<file path="config.mk">
export PLATFORM = sky130hd
export DESIGN_NAME = ic_mem_resp
export DESIGN_NICKNAME = d
export VERILOG_FILES = /design/src/rtl/ic_pkg.sv /design/src/rtl/ic_req_fifo.sv /design/src/rtl/ic_mem_resp.sv
export SDC_FILE = /design/constraint.sdc
export NUM_CORES = 1
export LEC_CHECK = 0
export CAP_MARGIN = 20
export CORE_ASPECT_RATIO = 1.75
export CORE_UTILIZATION = 30
export DETAILED_ROUTE_END_ITERATION = 7
export GPL_ROUTABILITY_DRIVEN = 0
export GPL_TIMING_DRIVEN = 0
export PLACE_DENSITY = 0.5
export SETUP_SLACK_MARGIN = 0.4
export SLEW_MARGIN = 20
export SYNTH_ARGS = -nofsm -noshare
export SYNTH_HDL_FRONTEND = slang
export SYNTH_HIERARCHICAL = 1
export SYNTH_SLANG_ARGS = --single-unit
</file>
<file path="constraint.sdc">
create_clock -name clk -period 5.4 [get_ports clk]
set_input_delay 1.08 -clock clk [delete_from_list [all_inputs] [get_ports clk]]
set_output_delay 1.08 -clock clk [all_outputs]
set_load 0.01 [all_outputs]
</file>
<file path="src/rtl/ic_pkg.sv">
// Shared types and constants for the icache line-fill memory responder.
package ic_pkg;

  localparam int unsigned MEM_XID_BITS = 2;
  localparam int unsigned LINE_BITS    = 128;

  typedef struct packed {
    logic [26:4]             addr;
    logic [MEM_XID_BITS-1:0] xid;
  } ic_mem_req_t;

  typedef enum logic [1:0] {
    IDLE,
    REQ,
    BEATS,
    RESP
  } ic_resp_state_t;

endpackage

</file>
<file path="src/rtl/ic_req_fifo.sv">
// In-order request queue for the line-fill responder; exposes the head entry,
// the address behind it and the occupancy.
module ic_req_fifo
  import ic_pkg::*;
#(
  parameter int unsigned DEPTH = 4
) (
  input  logic                  clk,
  input  logic                  rst,
  input  logic                  push_i,
  input  logic                  pop_i,
  input  ic_mem_req_t           din_i,
  output ic_mem_req_t           head_o,
  output logic [26:4]           nxt_addr_o,
  output logic [$clog2(DEPTH):0] count_o
);

  localparam int unsigned PTR_W = $clog2(DEPTH);
  localparam int unsigned CNT_W = PTR_W + 1;

  ic_mem_req_t      mem_q [DEPTH];
  logic [PTR_W-1:0] wr_q;
  logic [PTR_W-1:0] rd_q;
  logic [CNT_W-1:0] count_q;
  logic             do_push;
  logic             do_pop;

  function automatic logic [PTR_W-1:0] wrap_inc(input logic [PTR_W-1:0] p);
    return (p == PTR_W'(DEPTH - 1)) ? '0 : p + PTR_W'(1);
  endfunction

  assign do_push    = push_i && (count_q != CNT_W'(DEPTH));
  assign do_pop     = pop_i && (count_q != '0);
  assign head_o     = mem_q[rd_q];
  assign nxt_addr_o = mem_q[wrap_inc(rd_q)].addr;
  assign count_o    = count_q;

  always_ff @(posedge clk) begin
    if (do_push) mem_q[wr_q] <= din_i;
  end

  always_ff @(posedge clk) begin
    if (rst) begin
      wr_q    <= '0;
      rd_q    <= '0;
      count_q <= '0;
    end else begin
      if (do_push) wr_q <= wrap_inc(wr_q);
      if (do_pop)  rd_q <= wrap_inc(rd_q);
      case ({do_push, do_pop})
        2'b10:   count_q <= count_q + CNT_W'(1);
        2'b01:   count_q <= count_q - CNT_W'(1);
        default: count_q <= count_q;
      endcase
    end
  end

endmodule

</file>
<file path="src/rtl/ic_mem_resp.sv">
// Memory-side responder for icache line fills: queues requests, fetches each
// line as one narrow burst from the backing RAM and returns it with its ID.
module ic_mem_resp
  import ic_pkg::*;
#(
  parameter int unsigned DATA_W = 16,
  parameter int unsigned DEPTH  = 4
) (
  input  logic                    clk,
  input  logic                    rst,
  input  logic [26:4]             ic_mem_addr,
  input  logic [MEM_XID_BITS-1:0] ic_mem_xid,
  input  logic                    ic_mem_re,
  output logic                    mem_ic_ready,
  output logic                    mem_ic_valid,
  output logic [MEM_XID_BITS-1:0] mem_ic_xid,
  output logic [LINE_BITS-1:0]    mem_ic_data,
  output logic                    ram_req,
  output logic [26:4]             ram_addr,
  input  logic                    ram_gnt,
  input  logic                    ram_rvalid,
  input  logic [DATA_W-1:0]       ram_rdata
);

  localparam int unsigned NUM_BEATS = LINE_BITS / DATA_W;
  localparam int unsigned BCNT_W    = (NUM_BEATS > 1) ? $clog2(NUM_BEATS) : 1;
  localparam int unsigned CNT_W     = $clog2(DEPTH) + 1;

  ic_resp_state_t                     state_q;
  logic [BCNT_W-1:0]                  beat_cnt_q;
  logic [NUM_BEATS-1:0][DATA_W-1:0]   line_q;
  logic                               valid_q;
  logic                               ready_q;
  logic                               rst_q;
  logic [MEM_XID_BITS-1:0]            xid_q;
  logic [26:4]                        addr_q;

  logic [CNT_W-1:0] count;
  logic [CNT_W:0]   occ;
  ic_mem_req_t      head;
  ic_mem_req_t      push_req;
  logic [26:4]      nxt_addr;
  logic             accept;
  logic             pop;

  // A request is only taken if we promised room for it on the previous cycle.
  assign accept       = ic_mem_re & ready_q;
  assign pop          = (state_q == RESP);
  assign push_req     = '{addr: ic_mem_addr, xid: ic_mem_xid};
  assign occ          = {1'b0, count} + (CNT_W + 1)'(accept);
  assign mem_ic_ready = ~rst_q & (occ < (CNT_W + 1)'(DEPTH));

  ic_req_fifo #(
    .DEPTH (DEPTH)
  ) u_fifo (
    .clk        (clk),
    .rst        (rst),
    .push_i     (accept),
    .pop_i      (pop),
    .din_i      (push_req),
    .head_o     (head),
    .nxt_addr_o (nxt_addr),
    .count_o    (count)
  );

  always_ff @(posedge clk) begin
    if (rst) begin
      state_q    <= IDLE;
      beat_cnt_q <= '0;
      line_q     <= '0;
      valid_q    <= 1'b0;
      xid_q      <= '0;
      addr_q     <= '0;
      ready_q    <= 1'b0;
      rst_q      <= 1'b1;
    end else begin
      ready_q <= mem_ic_ready;
      rst_q   <= 1'b0;
      valid_q <= 1'b0;
      case (state_q)
        IDLE: begin
          if (count != '0) begin
            state_q <= REQ;
            addr_q  <= head.addr;
          end
        end
        REQ: begin
          if (ram_gnt) begin
            state_q    <= BEATS;
            beat_cnt_q <= '0;
          end
        end
        BEATS: begin
          if (ram_rvalid) begin
            line_q[beat_cnt_q] <= ram_rdata;
            beat_cnt_q         <= beat_cnt_q + BCNT_W'(1);
            if (beat_cnt_q == BCNT_W'(NUM_BEATS - 1)) begin
              state_q <= RESP;
              valid_q <= 1'b1;
              xid_q   <= head.xid;
            end
          end
        end
        RESP: begin
          // Head is being popped, so the next burst targets the entry behind it.
          if (count > CNT_W'(1)) begin
            state_q <= REQ;
            addr_q  <= nxt_addr;
          end else begin
            state_q <= IDLE;
          end
        end
        default: state_q <= IDLE;
      endcase
    end
  end

  assign ram_req      = (state_q == REQ);
  assign ram_addr     = addr_q;
  assign mem_ic_valid = valid_q;
  assign mem_ic_xid   = xid_q;
  assign mem_ic_data  = line_q;

endmodule
</file>
[Word level (Yosys, flattened, before mapping)]
Memory sizes are Yosys's and may differ from the RTL's. A register that Yosys moved wholly into a read port is not among the register bits.
Index checks and enable logic that the tools add are counted.
Storage, ports and cells
  bits in read-only memories: 0
  latch bits: 0
  word-level logic and storage cells: 86
  input port bits: 46
  output and inout bits: 156
  bits in writable memories: 100
  bits in registers: 168
  memories kept: 1
Memory list
  u_fifo.mem_q: depth 4, width 25, rd ports 2, clocked after Yosys merged registers in 1, wr ports 1, RTL line ic_req_fifo.sv:21  | ic_mem_req_t mem_q [DEPTH];
Operators by class
  muxes and demuxes: 24
  $lt $le $gt $ge: 4
  bitwise operators: 5
  shift-type cells: 0
  reduce and logical (&&, ||, !) cells: 14
  multipliers: 0
  add/sub/neg operators: 6
  equality and inequality tests: 14
  divide/modulo/power cells: 0
Operator list (count)
  $bwmux 128: 1
  $demux 16 s3: 1
  $mux 23: 2
  $pmux 23 s2: 1
  $mux 16: 1
  $mux 2: 8
  $pmux 3 s2: 2
  $eq 2x2->1 const B: 5
  $reduce_and 3->1: 3
  $ne 2x2->1 const B: 4
  $pmux 2 s4: 1
  $add 3x1->3 const B: 2
  $mux 3: 2
  $reduce_bool 2->1: 3
  $mux 1: 5
  $add 2x1->2 const B: 2
  $add 3x1->4: 1
  $eq 2x1->1 const B: 2
  $lt 3x4->1 const B: 1
  $lt 4x3->1 const B: 1
  $reduce_and 4->1: 1
  $eq 3x3->1 const B: 1
  $ge 3x1->1 const B: 1
  $gt 3x1->1 const B: 1
  other kinds (10): 15

[Depth between registers and ports, before layout]
Gate-level depths: netlist of the first run.
  word-level depth: 5
  depth in mapped cells: 9

[Hierarchy]
Netlist of the first run, hierarchy kept.
By module, submodules not included
  ic_mem_resp: cells an instance 713, area an instance 6157.2 um^2, instances 1, sequential area each 3223.1 um^2
  ic_req_fifo: cells an instance 220, area an instance 4804.6 um^2, instances 1, sequential area each 3183.1 um^2

[Least setup slack after synthesis of the first run]
Ideal clock, no wire load.
  path kind: input -> output
  from: input port ic_mem_re
  to: output port mem_ic_ready
  stages on the path: 2
  data required time: 4.320 ns
  arrival: 1.713 ns
  slack: 2.607 ns
  path through: and2_1 -> a311oi_1
Between the ends
  cells in the longest elaborated chain, start to end: 4
RTL lines
  start, declared: RTL line ic_mem_resp.sv:13  | input logic ic_mem_re,
  $and 1x1->1: RTL line ic_mem_resp.sv:47  | assign accept = ic_mem_re & ready_q;
  $add 3x1->4: RTL line ic_mem_resp.sv:50  | assign occ = {1'b0, count} + (CNT_W + 1)'(accept);
  $lt 4x3->1: RTL line ic_mem_resp.sv:51  | assign mem_ic_ready = ~rst_q & (occ < (CNT_W + 1)'(DEPTH));
  $and 1x1->1: RTL line ic_mem_resp.sv:51
  end, declared: RTL line ic_mem_resp.sv:14  | output logic mem_ic_ready,
No other way between the ends.

[Final worst setup path of the first run]
  from: input port ic_mem_re
  to: output port mem_ic_ready
Between the ends
  cells in the longest elaborated chain, start to end: 4
RTL lines
  $and 1x1->1: RTL line ic_mem_resp.sv:47
  named net accept: RTL line ic_mem_resp.sv:43  | logic accept;
  $add 3x1->4: RTL line ic_mem_resp.sv:50
  $lt 4x3->1: RTL line ic_mem_resp.sv:51
  $and 1x1->1: RTL line ic_mem_resp.sv:51
The timed path passes the listed nets, and every way through them passes these cells.

==> impl_metrics.csv, run 1 <==
group,metric,value,unit
outcome,status,"complete, no violations",
clock_tree,worstSkewPairLatency,0.54,ns
layout,nets,1207,
floorplanning,core-area,0.0360,sq mm
worst_setup_path,crit_fanout,7,
clock_tree,cts-root-buf,"clkbuf_16",
sta,setup-tns-final,0,ns
floorplanning,die_w,146,um
sta,fin_crit,3.87,ns
yosys,postSynthAreaPerCell,11.7,sq um
yosys,synth_top_cell_area_share,31.0,%
layout,num-fill-cells,3504,
drt,first_pass_iters,4,
placement,place_inst,1588,
clock_tree,numClockSinks,270,
sta,setup_ws,1.53,ns
floorplanning,start_util,30.4,%
pwr,power_density,314,mW/mm^2
pwr,p_leak,0.00474,uW
yosys,synth_commonest_cells,"nand2_1 (197), dfxtp_1 (170), a21oi_1 (104)",
worst_setup_path,rr_worst_depth,9,
yosys,syn-instance-count,933,
yosys,yosysMostFrequentCell,"nand2_1",
grt,grt_pass1_wl,46600,um
layout,antennaDiodeCount,0,
worst_setup_path,cp.arrival,2.79,ns
layout,drive_above_1_share,11.0,%
worst_setup_path,cp-start-kind,"input port",
floorplanning,fp.dieArea,0.0373,sq mm
worst_setup_path,worstPathRequired,4.32,ns
run,cap_violations,0,
grt,grt_pass1_vias,7882,
yosys,yosysWarningCount,6,
sta,fmax,0.258,GHz
yosys,synth_area_leaders,"dfxtp_1 (31%), edfxtp_1 (27%), nand2_1 (6.7%)",
worst_setup_path,worst-setup-path-type,"in -> out",
yosys,synth_area,0.0110,sq mm
yosys,syn-num-nets,993,
clock_tree,numCtsBuffers,27,
pwr,vdd_drop_max,0.266,mV
grt,grt_overflow,0,
clock_tree,clock_path_buffers,3,
grt,grt_start_max_net_pins,26,
sta,fin_crit_sh,71.7,%
drt,wl_per_cell,18.7,um
placement,place_ws,1.50,ns
drt,post_drt_via_cell_ratio,4.69,
floorplanning,rows,92,
worst_setup_path,endpoint_kind,"output port",
yosys,ys_ff_latch,270,
sta,worst_pin_slew,0.826,ns
drt,wl,30700,um
floorplanning,die_h,255,um
sta,fin_worst_skew,0.0150,ns
yosys,ys_types,46,
clock_tree,path_clk_slew,0.06,ns
grt,antenna_found_initial,1,
drt,ant_nets,0,
sta,hold_viol,0,
sta,slew_headroom,45.0,%
sta,hold_ws,0.455,ns
clock_tree,cts_hold_buffers,0,
placement,dpl.hpwl,22400,um
yosys,yosysSeqAreaShare,58.4,%
sta,setup_viol,0,
placement,io_buffers,185,
floorplanning,ios,202,
pwr,p_total,4490,uW
sta,rsz0062_at_grt,"no",
layout,regArea,0.00641,sq mm
yosys,synth_edf_count,100,
grt,track_usage,16.6,%
clock_tree,post_cts_buffers,0,
yosys,yosys.area.top_type,"dfxtp_1",
layout,multi_input_area,0.00409,sq mm
clock_tree,cts_max_level,1,
clock_tree,cts_tree,"yes",
clock_tree,ctsResizeCount,0,
hold_path,whs_path_depth,2,
drt,drtIter0Drc,264,
sta,final_max_slew_viol_count,0,
yosys,async_flop_share,0,%
layout,final_cells,1637,
hold_path,hold_class,"reg -> reg",
layout,area_growth,30.4,%
drt,drc_errors,0,
yosys,synth_flop_cell,"dfxtp_1",
drt,vias,7674,
-- flip-flops by register name, indices dropped and copies added (netlist names), named ones only --
| signal | count |
|---|---|
| beat_cnt_q | 3 |
| mem_ic_xid | 2 |
| u_fifo/wr_q | 2 |
| u_fifo/count_o | 3 |
| ready_q | 1 |
| mem_ic_data | 128 |
| ram_addr | 23 |
| u_fifo/rd_q | 2 |
| state_q | 2 |
| mem_ic_valid | 1 |
| rst_q | 1 |
| u_fifo/mem_q | 100 |
-- cells by family after synthesis --
logic type	count (synthesis)	synth area share, %
adders and majority gates	14	1.67
AOI/OAI and AO/OA	143	7.41
DFF	270	58.4
muxes	109	16.0
buffers and inverters	87	4.29
and+or+nand+nor	308	12.0
xor gates and xnor gates	2	0.160
-- stage by stage --
| stage | util (%) | area, sq um |
|---|---|---|
| after floorplan | - | 11000 |
| after global placement | 37.2 | 13400 |
| after detailed placement | 37.2 | 13400 |
| after CTS | 39.7 | 14300 |
| after global routing | 39.7 | 14300 |
| final | 39.7 | 14300 |
-- final timing paths --
check | from | endpoint | slack (ns)
min reg2reg | mem_ic_data[56]$_SDFFE_PP0P_ | mem_ic_data[56]$_SDFFE_PP0P_ | 0.46
max | ic_mem_re | mem_ic_ready | 1.53
max reg2reg | u_fifo/count_o[2]$_SDFFE_PP0P_ | u_fifo/count_o[2]$_SDFFE_PP0P_ | 2.87
min | mem_ic_data[56]$_SDFFE_PP0P_ | mem_ic_data[56]$_SDFFE_PP0P_ | 0.46
-- cell usage in the layout (no fill, tap or decap), types with 27 or more instances in the layout --
| master | n |
|---|---|
| nand2_1 | 197 |
| clkdlybuf4s50_1 | 185 |
| dfxtp_1 | 170 |
| a21oi_1 | 104 |
| edfxtp_1 | 100 |
| nor2_1 | 70 |
| mux2i_1 | 64 |
| buf_2 | 33 |
| clkbuf_1 | 31 |
| clkbuf_16 | 28 |
| mux4_1 | 28 |
| a211oi_1 | 27 |
-- critical path, stage by stage --
cell             delay, ns
clkdlybuf4s50_1       0.41
and2_1                0.22
a311oi_1              0.44
clkdlybuf4s50_1       0.63
-- area by class of cell --
type                       count  area share [%]
sequential                   270            44.8
multi-input combinational    576            28.6
timing repair buffer         185            13.0
clock buffer                  44            5.66
tap                          470            4.12
buffer                        77            3.03
clock inverter                 5           0.552
inverter                      10           0.263
-- power breakdown --
group          leakage (uW)  internal (uW)  switching, uW  total (uW)
clock network      0.000438           1120            773        1890
logic               0.00203            177            224         401
registers           0.00228           2160           37.4        2200
-- per-layer routing --
layer,GRT usage (%),wire (um)
met1,16.3,10800
met3,2.96,1470
met4,6.49,839
met2,33.6,17500
met5,0,11
(Power assumes the default switching activity.)
==> run 2, diff against run 1 <==
Clock period 5.4 ns to 3.6 ns, I/O delays scaled along.
==> run 2 against run 1 <==
Flip-flop and latch count is the same. Worst setup slack got worse by 0.99 ns. First-iteration DRC count increased by 6.4%. Die area is the same. Combinational power rose by 50%. Clock power rose by 50%. Critical path depth did not move.
==> impl_metrics.csv, run 2 (synthesized netlist as in run 1, its figures left out) <==
group,metric,value,unit
worst_setup_path,rr_worst_depth,9,
sta,worst_pin_slew,0.826,ns
floorplanning,die_w,146,um
worst_setup_path,crit_path_top_delay_cell,"clkdlybuf4s50_1",
worst_setup_path,worst-setup-path-type,"in -> out",
drt,wl,30600,um
clock_tree,cts_tree,"yes",
worst_setup_path,path_common_cell,"clkdlybuf4s50_1",
floorplanning,fp.dieArea,0.0373,sq mm
hold_path,hold_class,"reg -> reg",
outcome,status,"complete, no violations",
clock_tree,numClockSinks,270,
grt,grt_overflow,0,
grt,grt_pass1_wl,46600,um
layout,layout_commonest_cell,"nand2_1",
sta,setup_viol,0,
sta,setup-tns-final,0,ns
hold_path,whs_path_depth,2,
grt,antenna_found_initial,1,
drt,drtIter0Drc,281,
layout,nets,1207,
layout,antennaDiodeCount,0,
run,cap_violations,0,
pwr,power_density,471,mW/mm^2
drt,dr_wl_met2,17500,um
drt,vias,7662,
grt,grt_pass1_vias,7877,
pwr,p_leak,0.00474,uW
grt,grt_start_max_net_pins,26,
layout,final_cell_mix,"nand2_1 (197), clkdlybuf4s50_1 (185), dfxtp_1 (170)",
worst_setup_path,crit_fanout,7,
floorplanning,core-area,0.0360,sq mm
worst_setup_path,cp.arrival,2.34,ns
clock_tree,cts-root-buf,"clkbuf_16",
sta,rsz0062_at_grt,"no",
pwr,vdd_drop_max,0.399,mV
sta,setup_ws,0.542,ns
worst_setup_path,cp-start-kind,"input port",
clock_tree,post_cts_buffers,0,
grt,track_usage,16.6,%
worst_setup_path,regToRegStartpoint,"u_fifo/count_o[2]$_SDFFE_PP0P_",
sta,fin_crit_sh,84.9,%
hold_path,min_to,"mem_ic_data[56]$_SDFFE_PP0P_",
sta,final_max_slew_viol_count,0,
floorplanning,start_util,30.4,%
layout,drive_above_1_share,11.1,%
clock_tree,cts_max_level,1,
sta,fin_crit,3.06,ns
drt,wl_per_cell,18.7,um
floorplanning,die_h,255,um
sta,fmax,0.327,GHz
placement,place_ws,0.416,ns
sta,hold_viol,0,
drt,route.met3.wl,1450,um
clock_tree,path_clk_slew,0.06,ns
placement,dpl.hpwl,22400,um
clock_tree,numCtsBuffers,27,
layout,area_growth,30.4,%
drt,routedLengthMet1,10800,um
drt,post_drt_via_cell_ratio,4.68,
clock_tree,clock_path_buffers,3,
drt,drc_errors,0,
floorplanning,rows,92,
worst_setup_path,endpoint_kind,"output port",
worst_setup_path,worstPathRequired,2.88,ns
clock_tree,cts_hold_buffers,0,
worst_setup_path,r2r-end,"u_fifo/count_o[2]$_SDFFE_PP0P_",
drt,first_pass_iters,5,
clock_tree,worstSkewPairLatency,0.54,ns
floorplanning,ios,202,
drt,dr.max_layer_used,"met5",
drt,ant_nets,0,
sta,slew_headroom,44.9,%
worst_setup_path,ff2ff_setup_slack,1.05,ns
worst_setup_path,max_stage_delay,0.61,ns
layout,largest_reg_flops,128,
hold_path,hp-start,"mem_ic_data[56]$_SDFFE_PP0P_",
sta,fin_worst_skew,0.0149,ns
worst_setup_path,crit_chain,"clkdlybuf4s50_1 -> and2_1 -> a311oi_2 -> clkdlybuf4s50_1",
placement,io_buffers,185,
## run 2: cell counts in the layout (fill, tap and decap cells not counted)
No cell type changed its count.
## run 2: how the worst max path moves through the flow
stage | start | endpoint | slack (ns) | cells after the start
floorplan | ic_mem_re | u_fifo/count_o[2]$_SDFFE_PP0P_ | 1.18 | 9
global placement | ic_mem_re | mem_ic_ready | 0.32 | 4
detailed placement | ic_mem_re | mem_ic_ready | 0.42 | 4
CTS | ic_mem_re | mem_ic_ready | 0.50 | 4
global route | ic_mem_re | mem_ic_ready | 0.44 | 4
finish | ic_mem_re | mem_ic_ready | 0.54 | 4
## run 2: routing by layer
metal | vias up | track usage (%)
li1 | 3731 | -
met1 | 3671 | 16.4
met2 | 213 | 33.6
met3 | 45 | 2.96
met4 | 2 | 6.49
met5 | - | 0
## run 2: repair_timing
action                                  in CTS  in global routing
hold endpoints to repair                     0                  0
endpoints found under the setup margin       1                  0
resized for setup                            1                  0
## run 2: stage by stage
step	area (sq um)	hold slack (ns)	cells	total power [uW]	utilization (%)
floorplan	11000	0.481	933	3680	-
global placement	13400	0.442	1588	3980	37.2
detailed placement	13400	0.447	1588	3980	37.2
CTS	14300	0.455	1637	6850	39.7
global route	14300	0.467	1637	7030	39.7
finish	14300	0.455	1637	6730	39.7
## run 2: area by class of cell
type                            instances  area (sq um)
Sequential cell                       270          6410
Clock buffer                           44           810
Multi-Input combinational cell        576          4090
Timing Repair Buffer                  185          1850
Inverter                               10          37.5
Buffer                                 77           433
Fill cell                            3502         21700
Clock inverter                          5          78.8
Tap cell                              470           588
## run 2: power by group
group          switching, uW  total [uW]  internal (uW)
logic                    336         602            266
clock network           1160        2830           1670
registers               56.3        3300           3240
total                   1550        6730           5180
## run 2: worst max-delay path, delay by kind of cell
family,cells,cell delay [ns]
buffers and inverters,2,1.02
AND/OR/NAND/NOR,1,0.23
AO/OA/AOI/OAI,1,0.37
==> run 3, diff against run 2 <==
Settings changed: PLACE_DENSITY 0.5 to 0.52.
Clock period 3.6 ns to 2.76 ns, I/O delays scaled along.
==> run 3 against run 2 <==
Clock power is 36% higher. Combinational power is 31% higher. Critical endpoint is now u_fifo/count_o[2]$_SDFFE_PP0P_. First-iteration DRC count is 1.4% higher. Clock-buffer cell count is 6 lower. Largest power group unchanged. Sequential power is 30% higher. Sequential share of layout area is 0.25 points lower.
==> impl_metrics.csv, run 3 (synthesized netlist as in run 1, its figures left out) <==
group,metric,value,unit
sta,final_max_slew_viol_count,0,
floorplanning,fp.dieArea,0.0373,sq mm
drt,post_drt_via_cell_ratio,4.65,
layout,layout_commonest_cell,"nand2_1",
sta,hold_ws,0.379,ns
placement,io_buffers,185,
worst_setup_path,worst-setup-path-type,"reg -> reg",
layout,largest_reg_flops,128,
floorplanning,ios,202,
pwr,power_density,620,mW/mm^2
clock_tree,path_clk_slew,0.06,ns
worst_setup_path,crit_path_top_delay_cell,"or3_2",
grt,grt_pass1_wl,47100,um
layout,antennaDiodeCount,0,
clock_tree,numCtsBuffers,27,
drt,vias,7642,
worst_setup_path,critPathTopFamily,"simple AND/OR/NAND/NOR gates",
drt,wl,31300,um
layout,final_cells,1642,
grt,antenna_found_initial,1,
layout,regArea,0.00642,sq mm
drt,first_pass_iters,4,
pwr,p_leak,0.00481,uW
clock_tree,numClockSinks,270,
sta,fin_worst_skew,0.0145,ns
outcome,status,"complete, no violations",
worst_setup_path,crit_path_start,"u_fifo/count_o[0]$_SDFFE_PP0P_",
drt,ant_nets,0,
floorplanning,die_w,146,um
clock_tree,worstSkewPairLatency,0.55,ns
clock_tree,cts_hold_buffers,0,
sta,slew_headroom,46.3,%
hold_path,hp-start,"ram_rdata[1]",
clock_tree,clock_path_buffers,3,
sta,rsz0062_at_grt,"yes",
sta,hold_viol,0,
worst_setup_path,max_stage_delay,0.41,ns
hold_path,hold_class,"in -> reg",
floorplanning,rows,92,
placement,place_inst,1588,
clock_tree,cts-root-buf,"clkbuf_16",
worst_setup_path,cp.arrival,2.80,ns
worst_setup_path,crit_chain,"or3b_4 -> and2_4 -> inv_1 -> ha_2 -> inv_1 -> fa_2 -> xor2_1 -> or3_2 -> a21oi_1",
grt,track_usage,16.9,%
sta,worst_pin_slew,0.805,ns
sta,setup_viol,0,
pwr,vdd_drop_max,0.584,mV
worst_setup_path,endpoint_kind,"flip-flop",
placement,dpl.hpwl,22700,um
sta,fmax,0.427,GHz
grt,grt_pass1_vias,7825,
sta,fin_crit_sh,84.9,%
clock_tree,cts_max_level,1,
run,cap_violations,0,
floorplanning,core-area,0.0360,sq mm
worst_setup_path,cp-start-kind,"flip-flop",
drt,drtIter0Drc,285,
worst_setup_path,crit_fanout,3,
worst_setup_path,path_common_cell,"inv_1",
sta,fin_crit,2.34,ns
floorplanning,start_util,30.4,%
layout,drive_above_1_share,12.5,%
grt,grt_start_max_net_pins,26,
floorplanning,die_h,255,um
grt,grt_overflow,0,
drt,wl_per_cell,19.1,um
layout,nets,1213,
worst_setup_path,path_buf_inv,2,
worst_setup_path,regToRegStartpoint,"u_fifo/count_o[0]$_SDFFE_PP0P_",
layout,multi_input_area,0.00410,sq mm
drt,drc_errors,0,
layout,final_cell_mix,"nand2_1 (197), clkdlybuf4s50_1 (183), dfxtp_1 (167)",
layout,num-fill-cells,3458,
pwr,p_total,8920,uW
layout,area_growth,31.4,%
clock_tree,cts_tree,"yes",
worst_setup_path,worstPathRequired,3.22,ns
## run 3: cell types whose count changed in the layout (fill, tap and decap cells not counted), sizes merged
cell / delta
buf: +6
clkbuf: -5
clkinv: +2
dlygate4sd2: +1
bufinv: +1
clkdlybuf4s50: -2
inv: +2
## run 3: layout make-up
cell class              count  share of cell area [%]
repair buffers            191                    13.2
plain buffers              77                    3.02
multi-input cells         576                    28.5
clock buffers              38                    5.50
clock inverters            10                   0.886
well taps                 470                    4.08
inverters                  10                   0.261
flip-flops and latches    270                    44.6
## run 3: worst paths after layout
kind	slack (ns)	depth (start not counted)	to
max reg2reg	0.42	9	u_fifo/count_o[2]$_SDFFE_PP0P_
min	0.38	3	mem_ic_data[49]$_SDFFE_PP0P_
max	0.42	9	u_fifo/count_o[2]$_SDFFE_PP0P_
min reg2reg	0.45	2	mem_ic_data[86]$_SDFFE_PP0P_
## run 3: stage by stage
step                      cell area (sq um)  setup slack [ns]  TNS [ns]  utilization [%]
final                                 14400             0.417         0             40.0
after global routing                  14400             0.336         0             40.0
after CTS                             14400             0.330         0             40.0
after detailed placement              13400            -0.168     -3.55             37.2
after global placement                13400            -0.164     -2.79             37.2
after floorplan                       11000             0.413         0                -
## run 3: routing by layer
layer	up-vias	global-route usage, %	share of wire (%)
met2	188	34.9	58
met3	46	2.85	4.4
li1	3741	-	-
met1	3665	16.5	35
met5	-	0	0.042
met4	2	5.65	2.5
## run 3: what timing repair did
action,CTS,global route
hold endpoints to repair,0,0
gates resized for setup,10,8
pin swaps,1,1
setup endpoints to repair,3,22
buffers inserted,6,0
## run 3: tightest hold or removal path, stage by stage
cell     delay [ns]
buf_2          0.18
nand2_1        0.09
a21oi_1        0.05
## run 3: power breakdown
part	total [uW]	switching, uW	internal [uW]
combinational	790	444	346
sequential	4290	68.9	4220
clock	3840	1560	2280
total	8920	2080	6850
